==> config.mk <==
export PLATFORM = sky130hd
export DESIGN_NAME = uart_hex_printer
export DESIGN_NICKNAME = d
export VERILOG_FILES = /design/src/rtl/uart_printer_pkg.sv /design/src/rtl/uart_tx.sv /design/src/rtl/uart_hex_printer.sv
export SDC_FILE = /design/constraint.sdc
export NUM_CORES = 1
export LEC_CHECK = 0
export BUFFER_PORTS_ARGS = -buffer_cell sky130_fd_sc_hd__buf_2
export CAP_MARGIN = 10
export CORE_ASPECT_RATIO = 0.6
export CORE_UTILIZATION = 47
export DETAILED_ROUTE_END_ITERATION = 16
export PLACE_DENSITY = 0.76
export SETUP_SLACK_MARGIN = 0.2
export SLEW_MARGIN = 20
export SYNTH_ARGS = -nofsm -noshare
export SYNTH_HDL_FRONTEND = slang
export SYNTH_SLANG_ARGS = --single-unit
==> constraint.sdc <==
create_clock -name clk -period 6.6 [get_ports clk]
set_clock_uncertainty 0.2 [all_clocks]
set_input_delay 0.66 -clock clk [delete_from_list [all_inputs] [get_ports clk]]
set_output_delay 0.66 -clock clk [all_outputs]
set_load 0.03 [all_outputs]
==> src/rtl/uart_printer_pkg.sv <==
// Shared types, ASCII codes and helpers for the UART hex line printer.
package uart_printer_pkg;

    typedef enum logic [1:0] {
        ST_IDLE,
        ST_CAPTURE,
        ST_ISSUE,
        ST_WAIT
    } state_e;

    typedef enum logic [2:0] {
        PH_FLAG,
        PH_FLAGSP,
        PH_DIGIT,
        PH_SEP,
        PH_WORDSP,
        PH_CR,
        PH_LF
    } phase_e;

    localparam logic [7:0] ASCII_SP = 8'h20;
    localparam logic [7:0] ASCII_US = 8'h5F;
    localparam logic [7:0] ASCII_CR = 8'h0D;
    localparam logic [7:0] ASCII_LF = 8'h0A;
    localparam logic [7:0] ASCII_R  = 8'h52;
    localparam logic [7:0] ASCII_W  = 8'h57;

    function automatic logic [7:0] hex2ascii(input logic [3:0] nib);
        return (nib < 4'd10) ? (8'h30 + {4'h0, nib}) : (8'h37 + {4'h0, nib});
    endfunction

    // Characters in one printed line, including the CR/LF terminator.
    function automatic int unsigned line_len(input int unsigned words,
                                             input int unsigned word_w,
                                             input int unsigned group,
                                             input int unsigned flag_en,
                                             input int unsigned lf_en);
        int unsigned nib;
        int unsigned sep;
        nib = word_w / 4;
        sep = (group != 0 && group < nib) ? (nib - 1) / group : 0;
        return 2 * flag_en + words * (nib + sep) + (words - 1) + 1 + lf_en;
    endfunction

endpackage

==> src/rtl/uart_tx.sv <==
// 8N1 UART transmitter; tx_busy rises the cycle after an accepted start for 10 bit periods.
module uart_tx #(
    parameter int unsigned CLK_HZ = 100_000_000,
    parameter int unsigned BAUD   = 115200
) (
    input  logic       clk,
    input  logic       nrst,
    input  logic       tx_start,
    input  logic [7:0] tx_char,
    output logic       tx_busy,
    output logic       txd
);

    localparam int unsigned DIV   = CLK_HZ / BAUD;
    localparam int unsigned DIV_W = (DIV > 1) ? $clog2(DIV) : 1;

    logic [DIV_W-1:0] baud_q;
    logic [3:0]       bit_q;
    logic [8:0]       sh_q;
    logic             busy_q;
    logic             txd_q;

    // Start bit goes out on acceptance; sh_q holds data bits then the stop bit.
    always_ff @(posedge clk or negedge nrst) begin
        if (!nrst) begin
            baud_q <= '0;
            bit_q  <= '0;
            sh_q   <= '1;
            busy_q <= 1'b0;
            txd_q  <= 1'b1;
        end else if (!busy_q) begin
            if (tx_start) begin
                busy_q <= 1'b1;
                txd_q  <= 1'b0;
                sh_q   <= {1'b1, tx_char};
                baud_q <= '0;
                bit_q  <= '0;
            end
        end else if (baud_q == DIV_W'(DIV - 1)) begin
            baud_q <= '0;
            if (bit_q == 4'd9) begin
                busy_q <= 1'b0;
                txd_q  <= 1'b1;
            end else begin
                txd_q <= sh_q[0];
                sh_q  <= {1'b1, sh_q[8:1]};
                bit_q <= bit_q + 4'd1;
            end
        end else begin
            baud_q <= baud_q + DIV_W'(1);
        end
    end

    assign tx_busy = busy_q;
    assign txd     = txd_q;

endmodule

==> src/rtl/uart_hex_printer.sv <==
// Pops one record from a FIFO and prints it as an uppercase hex ASCII line over UART.
module uart_hex_printer
    import uart_printer_pkg::*;
#(
    parameter int unsigned CLK_HZ  = 100_000_000,
    parameter int unsigned BAUD    = 115200,
    parameter int unsigned WORDS   = 2,
    parameter int unsigned WORD_W  = 32,
    parameter int unsigned GROUP   = 4,
    parameter int unsigned FLAG_EN = 1,
    parameter int unsigned LF_EN   = 1
) (
    input  logic                      clk,
    input  logic                      anrst,
    input  logic                      empty,
    output logic                      r_req,
    input  logic                      r_flag,
    input  logic [WORDS*WORD_W-1:0]   r_data,
    output logic                      busy,
    output logic                      uart_txd
);

    localparam int unsigned NIB      = WORD_W / 4;
    localparam int unsigned DATA_W   = WORDS * WORD_W;
    localparam int unsigned IDX_W    = $clog2(DATA_W);
    localparam int unsigned WIDX_W   = (WORDS > 1) ? $clog2(WORDS) : 1;
    localparam int unsigned NIDX_W   = (NIB > 1) ? $clog2(NIB) : 1;
    localparam int unsigned GRP_W    = NIDX_W + 1;
    localparam bit          GRP_EN   = (GROUP != 0) && (GROUP < NIB);
    localparam int unsigned GRP_LAST = GRP_EN ? GROUP - 1 : 0;

    if ((WORD_W % 4) != 0 || WORD_W < 4 || WORD_W > 64) begin : g_bad_word_w
        $error("uart_hex_printer: WORD_W must be a multiple of 4 in 4..64");
    end
    if (WORDS < 1 || WORDS > 16) begin : g_bad_words
        $error("uart_hex_printer: WORDS must be in 1..16");
    end
    if (BAUD > CLK_HZ / 2) begin : g_bad_baud
        $error("uart_hex_printer: BAUD must not exceed CLK_HZ/2");
    end

    state_e              state_q, state_d;
    phase_e              phase_q, phase_d;
    logic [WIDX_W-1:0]   word_q,  word_d;
    logic [NIDX_W-1:0]   nib_q,   nib_d;
    logic [GRP_W-1:0]    grp_q,   grp_d;
    logic                last_q,  last_d;
    logic                seen_q,  seen_d;
    logic                flag_q,  flag_d;
    logic [DATA_W-1:0]   data_q,  data_d;
    logic                r_req_q;
    logic                busy_q;

    logic                tx_start_c;
    logic [7:0]          tx_char_c;
    logic                tx_busy;
    logic [IDX_W-1:0]    nib_lsb_c;
    logic [3:0]          nib_c;

    always_ff @(posedge clk or negedge anrst) begin
        if (!anrst) begin
            state_q <= ST_IDLE;
            phase_q <= PH_FLAG;
            word_q  <= '0;
            nib_q   <= '0;
            grp_q   <= '0;
            last_q  <= 1'b0;
            seen_q  <= 1'b0;
            flag_q  <= 1'b0;
            data_q  <= '0;
            r_req_q <= 1'b0;
            busy_q  <= 1'b0;
        end else begin
            state_q <= state_d;
            phase_q <= phase_d;
            word_q  <= word_d;
            nib_q   <= nib_d;
            grp_q   <= grp_d;
            last_q  <= last_d;
            seen_q  <= seen_d;
            flag_q  <= flag_d;
            data_q  <= data_d;
            r_req_q <= (state_d == ST_CAPTURE);
            busy_q  <= (state_d != ST_IDLE);
        end
    end

    // Next state; counters step to the following character as the current one is issued.
    always_comb begin
        state_d    = state_q;
        phase_d    = phase_q;
        word_d     = word_q;
        nib_d      = nib_q;
        grp_d      = grp_q;
        last_d     = last_q;
        seen_d     = seen_q;
        flag_d     = flag_q;
        data_d     = data_q;
        tx_start_c = 1'b0;

        case (state_q)
            ST_IDLE: begin
                if (!empty && !tx_busy) begin
                    state_d = ST_CAPTURE;
                end
            end
            ST_CAPTURE: begin
                flag_d  = r_flag;
                data_d  = r_data;
                phase_d = (FLAG_EN != 0) ? PH_FLAG : PH_DIGIT;
                word_d  = '0;
                nib_d   = NIDX_W'(NIB - 1);
                grp_d   = '0;
                state_d = ST_ISSUE;
            end
            ST_ISSUE: begin
                tx_start_c = 1'b1;
                seen_d     = 1'b0;
                last_d     = 1'b0;
                state_d    = ST_WAIT;
                case (phase_q)
                    PH_FLAG:   phase_d = PH_FLAGSP;
                    PH_FLAGSP: phase_d = PH_DIGIT;
                    PH_DIGIT: begin
                        if (nib_q == '0) begin
                            grp_d = '0;
                            if (word_q == WIDX_W'(WORDS - 1)) begin
                                phase_d = PH_CR;
                            end else begin
                                phase_d = PH_WORDSP;
                                word_d  = word_q + WIDX_W'(1);
                                nib_d   = NIDX_W'(NIB - 1);
                            end
                        end else begin
                            nib_d = nib_q - NIDX_W'(1);
                            if (GRP_EN && grp_q == GRP_W'(GRP_LAST)) begin
                                grp_d   = '0;
                                phase_d = PH_SEP;
                            end else begin
                                grp_d = grp_q + GRP_W'(1);
                            end
                        end
                    end
                    PH_SEP:    phase_d = PH_DIGIT;
                    PH_WORDSP: phase_d = PH_DIGIT;
                    PH_CR: begin
                        if (LF_EN != 0) begin
                            phase_d = PH_LF;
                        end else begin
                            last_d = 1'b1;
                        end
                    end
                    default:   last_d = 1'b1;
                endcase
            end
            ST_WAIT: begin
                if (tx_busy) begin
                    seen_d = 1'b1;
                end else if (seen_q) begin
                    state_d = last_q ? ST_IDLE : ST_ISSUE;
                end
            end
            default: state_d = ST_IDLE;
        endcase
    end

    // Word 0 sits in the MSBs; nibble index counts down from the word's top nibble.
    always_comb begin
        nib_lsb_c = IDX_W'((WORDS - 1 - 32'(word_q)) * WORD_W + 4 * 32'(nib_q));
        nib_c     = data_q[nib_lsb_c +: 4];
        case (phase_q)
            PH_FLAG:   tx_char_c = flag_q ? ASCII_R : ASCII_W;
            PH_DIGIT:  tx_char_c = hex2ascii(nib_c);
            PH_SEP:    tx_char_c = ASCII_US;
            PH_CR:     tx_char_c = ASCII_CR;
            PH_LF:     tx_char_c = ASCII_LF;
            default:   tx_char_c = ASCII_SP;
        endcase
    end

    uart_tx #(
        .CLK_HZ (CLK_HZ),
        .BAUD   (BAUD)
    ) u_uart_tx (
        .clk      (clk),
        .nrst     (anrst),
        .tx_start (tx_start_c),
        .tx_char  (tx_char_c),
        .tx_busy  (tx_busy),
        .txd      (uart_txd)
    );

    assign r_req = r_req_q;
    assign busy  = busy_q;

endmodule

==> metrics.md <==
| Metric | Value |
|---|---|
| Max_cap viols | `0` |
| P&R area growth vs syn | `13.8%` |
| Worst-path maximum fanout | `19` |
| Hold Fails Final Rpt | `0` |
| Vias in the first global route | `3,714` |
| Status | `completed` |
| Seq/Total Area, Yosys | `51.3%` |
| Power density of the placed cells | `208 mW/mm^2` |
| DR vias/cell | `5.65` |
| Fmax | `318 MHz` |
| Die area | `0.0115 sq mm` |
| First-pass GRT wire length | `19,000 um` |
| Post-CTS Setup Bufs | `0` |
| CP arrival | `3.19 ns` |
| Post-CTS sizing | `0` |
| Clk Latency, worst-skew pair | `0.35 ns` |
| Instance area at placement | `0.00561 sq mm` |
| DRT Pass-1 Iters | `4` |
| Nets@finish | `568` |
| Max IR drop VDD | `0.134 mV` |
| Reg2Reg Setup Slack | `3.46 ns` |
| Combinational Power Share | `2.7%` |
| Actual slew at the worst max-slew pin | `1.01 ns` |
| CTS buffer count | `9` |
| Via count | `3,577` |
| P_leak | `2.80 nW` |
| Cells after Synth | `429` |
| Initial DRC Count | `268` |
| Min-Delay Path Class | `in2async` |
| Slew Viols, Final | `0` |
| Largest cells by area after synthesis | `dfrtp_1 (47%), mux2_2 (14%), mux4_2 (6.1%)` |
| Ys flop type | `dfrtp_1` |
| Die H | `83.4 um` |
| Hold buffers post-CTS | `0` |
| Initial antenna violation count | `0` |
| Core box area | `0.0107 sq mm` |
| Global route overflow | `0` |
| Count of cell types in the netlist | `52` |
| Number of synthesized register bits | `106` |
| IO Pins | `71` |
| Final setup violation count | `0` |
| Clock network fraction of total power | `44.4%` |
| Mapped Area | `0.00519 sq mm` |
| Placer Congestion | `0.883` |
| Type of the worst setup path | `reg2reg` |
| GRT Total Usage | `21.8%` |
| Critical Path Source Type | `flip-flop` |
| Clock Sinks | `106` |
| CTS clock-pin slew for the worst setup and hold paths | `0.07 ns` |
| CTS Buffer Depth | `2` |
| Initial core utilization | `48.7%` |
| Residual DRC | `0` |
| Setup_tns | `0 ns` |
| Root buf cell | `clkbuf_16` |
| Flop pwr share | `52.8%` |
| Port buffer count | `70` |
| Final Core Density | `55.4%` |
| Finished Cell Area | `0.00591 sq mm` |
| Antenna Cells | `0` |
| Largest net degree at the start of global routing | `68` |
| TritonCTS clock tree | `built` |
| Sw Pwr | `268 uW` |
| Critical R2R Capture | `u_uart_tx.sh_q[2]$_DFFE_PN1P_` |
| R2R cell count | `7` |
| Final Cycle Share | `47.6%` |
| Top cell type's share of synthesized area | `46.7%` |
| Crit end category | `flip-flop` |
| Number of flops mapped to enable cells by yosys | `0` |
| Routed Antenna Nets | `0` |
| Die X | `138 um` |
| Routed WL | `11,100 um` |
| Share of post-route cells with drive strength above 1 | `36.4%` |
| Cell Rows | `29` |
| Sw frac | `21.8%` |
| RSZ-0062 raised after global routing | `false` |
| Syn nets | `508` |
| Slew margin rel. | `33.0%` |
| H-tree depth | `3` |
| Tmin final | `3.14 ns` |
| DP HPWL | `7790 um` |
| Ys async rst share | `100%` |
| Ys Warns | `0` |
| Worst Path Required | `6.64 ns` |
| Syn Area/Cell | `12.1 sq um` |
| Largest area contributor in the netlist | `dfrtp_1` |
| Launch point of the worst reg-to-reg path | `nib_q[0]$_DFFE_PN0P_` |
| Internal | `961 uW` |
| Fill cells | `910` |
| Routed len/inst | `17.5 um` |
sequential cells by signal, summed over array words and instances, names as in the netlist:
signal,flops
data_q,64
u_uart_tx.baud_q,10
u_uart_tx.sh_q,8
grp_q,4
u_uart_tx.bit_q,4
nib_q,3
phase_q,3
state_q,2
busy,1
flag_q,1
last_q,1
r_req,1
seen_q,1
u_uart_tx.tx_busy,1
u_uart_tx.txd,1
word_q,1
metrics by stage:
step | instances | worst slack, ns | power (mW) | hold WS (ns)
final | 633 | 3.46 | 1.23 | 0.129
after floorplan | 429 | 4.17 | 0.663 | 0.164
after global routing | 633 | 3.22 | 1.27 | 0.187
after global placement | 617 | 3.60 | 0.696 | 0.251
after CTS | 633 | 3.43 | 1.24 | 0.152
after detailed placement | 617 | 3.48 | 0.697 | 0.267
cell usage after synthesis, drive strengths merged (2+ instances only):
cell type	instances
nand4	4
a31oi	4
a22oi	3
ha	11
nand4b	2
a21oi	15
nor2	21
o21ai	32
nor2b	8
inv	17
nand2	32
o22ai	2
xnor2	3
dfrtp	97
mux2	65
buf	8
mux4	17
a21boi	2
o221ai	4
xor2	3
dfstp	9
nand3b	2
a22o	2
nor3	3
and3	10
mux2i	2
clkbuf	15
nand2b	5
nand3	11
o31ai	5
worst max path at each step:
stage,from,endpoint,slack [ns],cells past startpoint
after global routing,nib_q[0]$_DFFE_PN0P_,u_uart_tx.sh_q[2]$_DFFE_PN1P_,3.22,7
after global placement,nib_q[0]$_DFFE_PN0P_,u_uart_tx.sh_q[2]$_DFFE_PN1P_,3.60,7
final,nib_q[0]$_DFFE_PN0P_,u_uart_tx.sh_q[2]$_DFFE_PN1P_,3.46,7
after detailed placement,nib_q[0]$_DFFE_PN0P_,u_uart_tx.sh_q[2]$_DFFE_PN1P_,3.48,7
after CTS,nib_q[0]$_DFFE_PN0P_,u_uart_tx.sh_q[2]$_DFFE_PN1P_,3.43,7
after floorplan,nib_q[0]$_DFFE_PN0P_,u_uart_tx.sh_q[4]$_DFFE_PN1P_,4.17,9
worst max-delay path, stage by stage (launching register included):
cell and delay, ns:
dfrtp_1 1.01, mux4_2 0.62, a22oi_1 0.24, and3_1 0.33, ha_1 0.25, a21oi_1 0.08
a31oi_1 0.15, o221ai_1 0.14
power groups by stage:
stage / Combinational, mW / Sequential [mW] / Clock, mW
6_report: 0.0338 / 0.649 / 0.546
5_1_grt: 0.0389 / 0.649 / 0.580
4_1_cts: 0.0348 / 0.649 / 0.554
3_5_place_dp: 0.0347 / 0.662 / 0
3_3_place_gp: 0.0338 / 0.662 / 0
2_1_floorplan: 0.000532 / 0.662 / 0
cell usage in the layout, fill, tap and decap left out, types with 2 or more instances in the layout:
master,Yosys,final
and3_1,10,10
o22ai_1,2,2
buf_4,0,3
mux2i_1,2,2
inv_1,17,17
mux4_2,14,14
buf_2,2,69
nand3b_1,2,2
mux4_1,3,3
nand4b_1,2,2
clkinvlp_4,0,2
nand4_1,4,4
nand3_1,11,11
clkinv_4,0,2
mux2_2,65,65
dfrtp_1,97,97
a22oi_1,3,3
nand2_1,32,32
a22o_1,2,2
o31ai_1,5,5
o21ai_1,4,4
dfstp_2,9,9
xnor2_1,3,3
a21oi_1,15,15
nor2b_1,8,8
nor2_1,21,21
o21ai_0,28,28
ha_1,11,10
a21boi_0,2,2
xor2_1,3,3
o221ai_1,4,4
clkbuf_16,0,9
a31oi_1,4,4
nor3_1,2,2
nand2b_1,5,5
final cells by class:
class | count | area (sq um) | share of cell area, %
clock buffer | 9 | 225 | 3.81
timing repair buffer | 72 | 368 | 6.22
sequential | 106 | 2660 | 45.1
multi-input combinational | 283 | 2340 | 39.5
clock inverter | 7 | 78.8 | 1.33
tap | 139 | 174 | 2.94
inverter | 17 | 63.8 | 1.08
cell families (layout without fill, tap and decap cells):
| logic type | count (synthesis) | in the layout | share of synthesized area, % |
|---|---|---|---|
| DFF | 106 | 106 | 51.3 |
| and+or+nand+nor | 101 | 101 | 9.52 |
| muxes | 84 | 84 | 22.1 |
| AOI/OAI and AO/OA | 81 | 81 | 9.68 |
| buffers and inverters | 40 | 105 | 3.78 |
| adders and majority gates | 11 | 11 | 2.65 |
| xor gates and xnor gates | 6 | 6 | 1.01 |
per-layer routing:
metal	track usage, %	part of all wire (%)	up-vias	wire [um]
li1	-	-	1677	-
met1	32.5	48	1786	5330
met2	31.7	45	107	4990
met3	5.56	6.1	7	678
met4	5.93	0.83	0	92
met5	0	0	-	0
No activity file was read; power rests on OpenSTA's default activity.
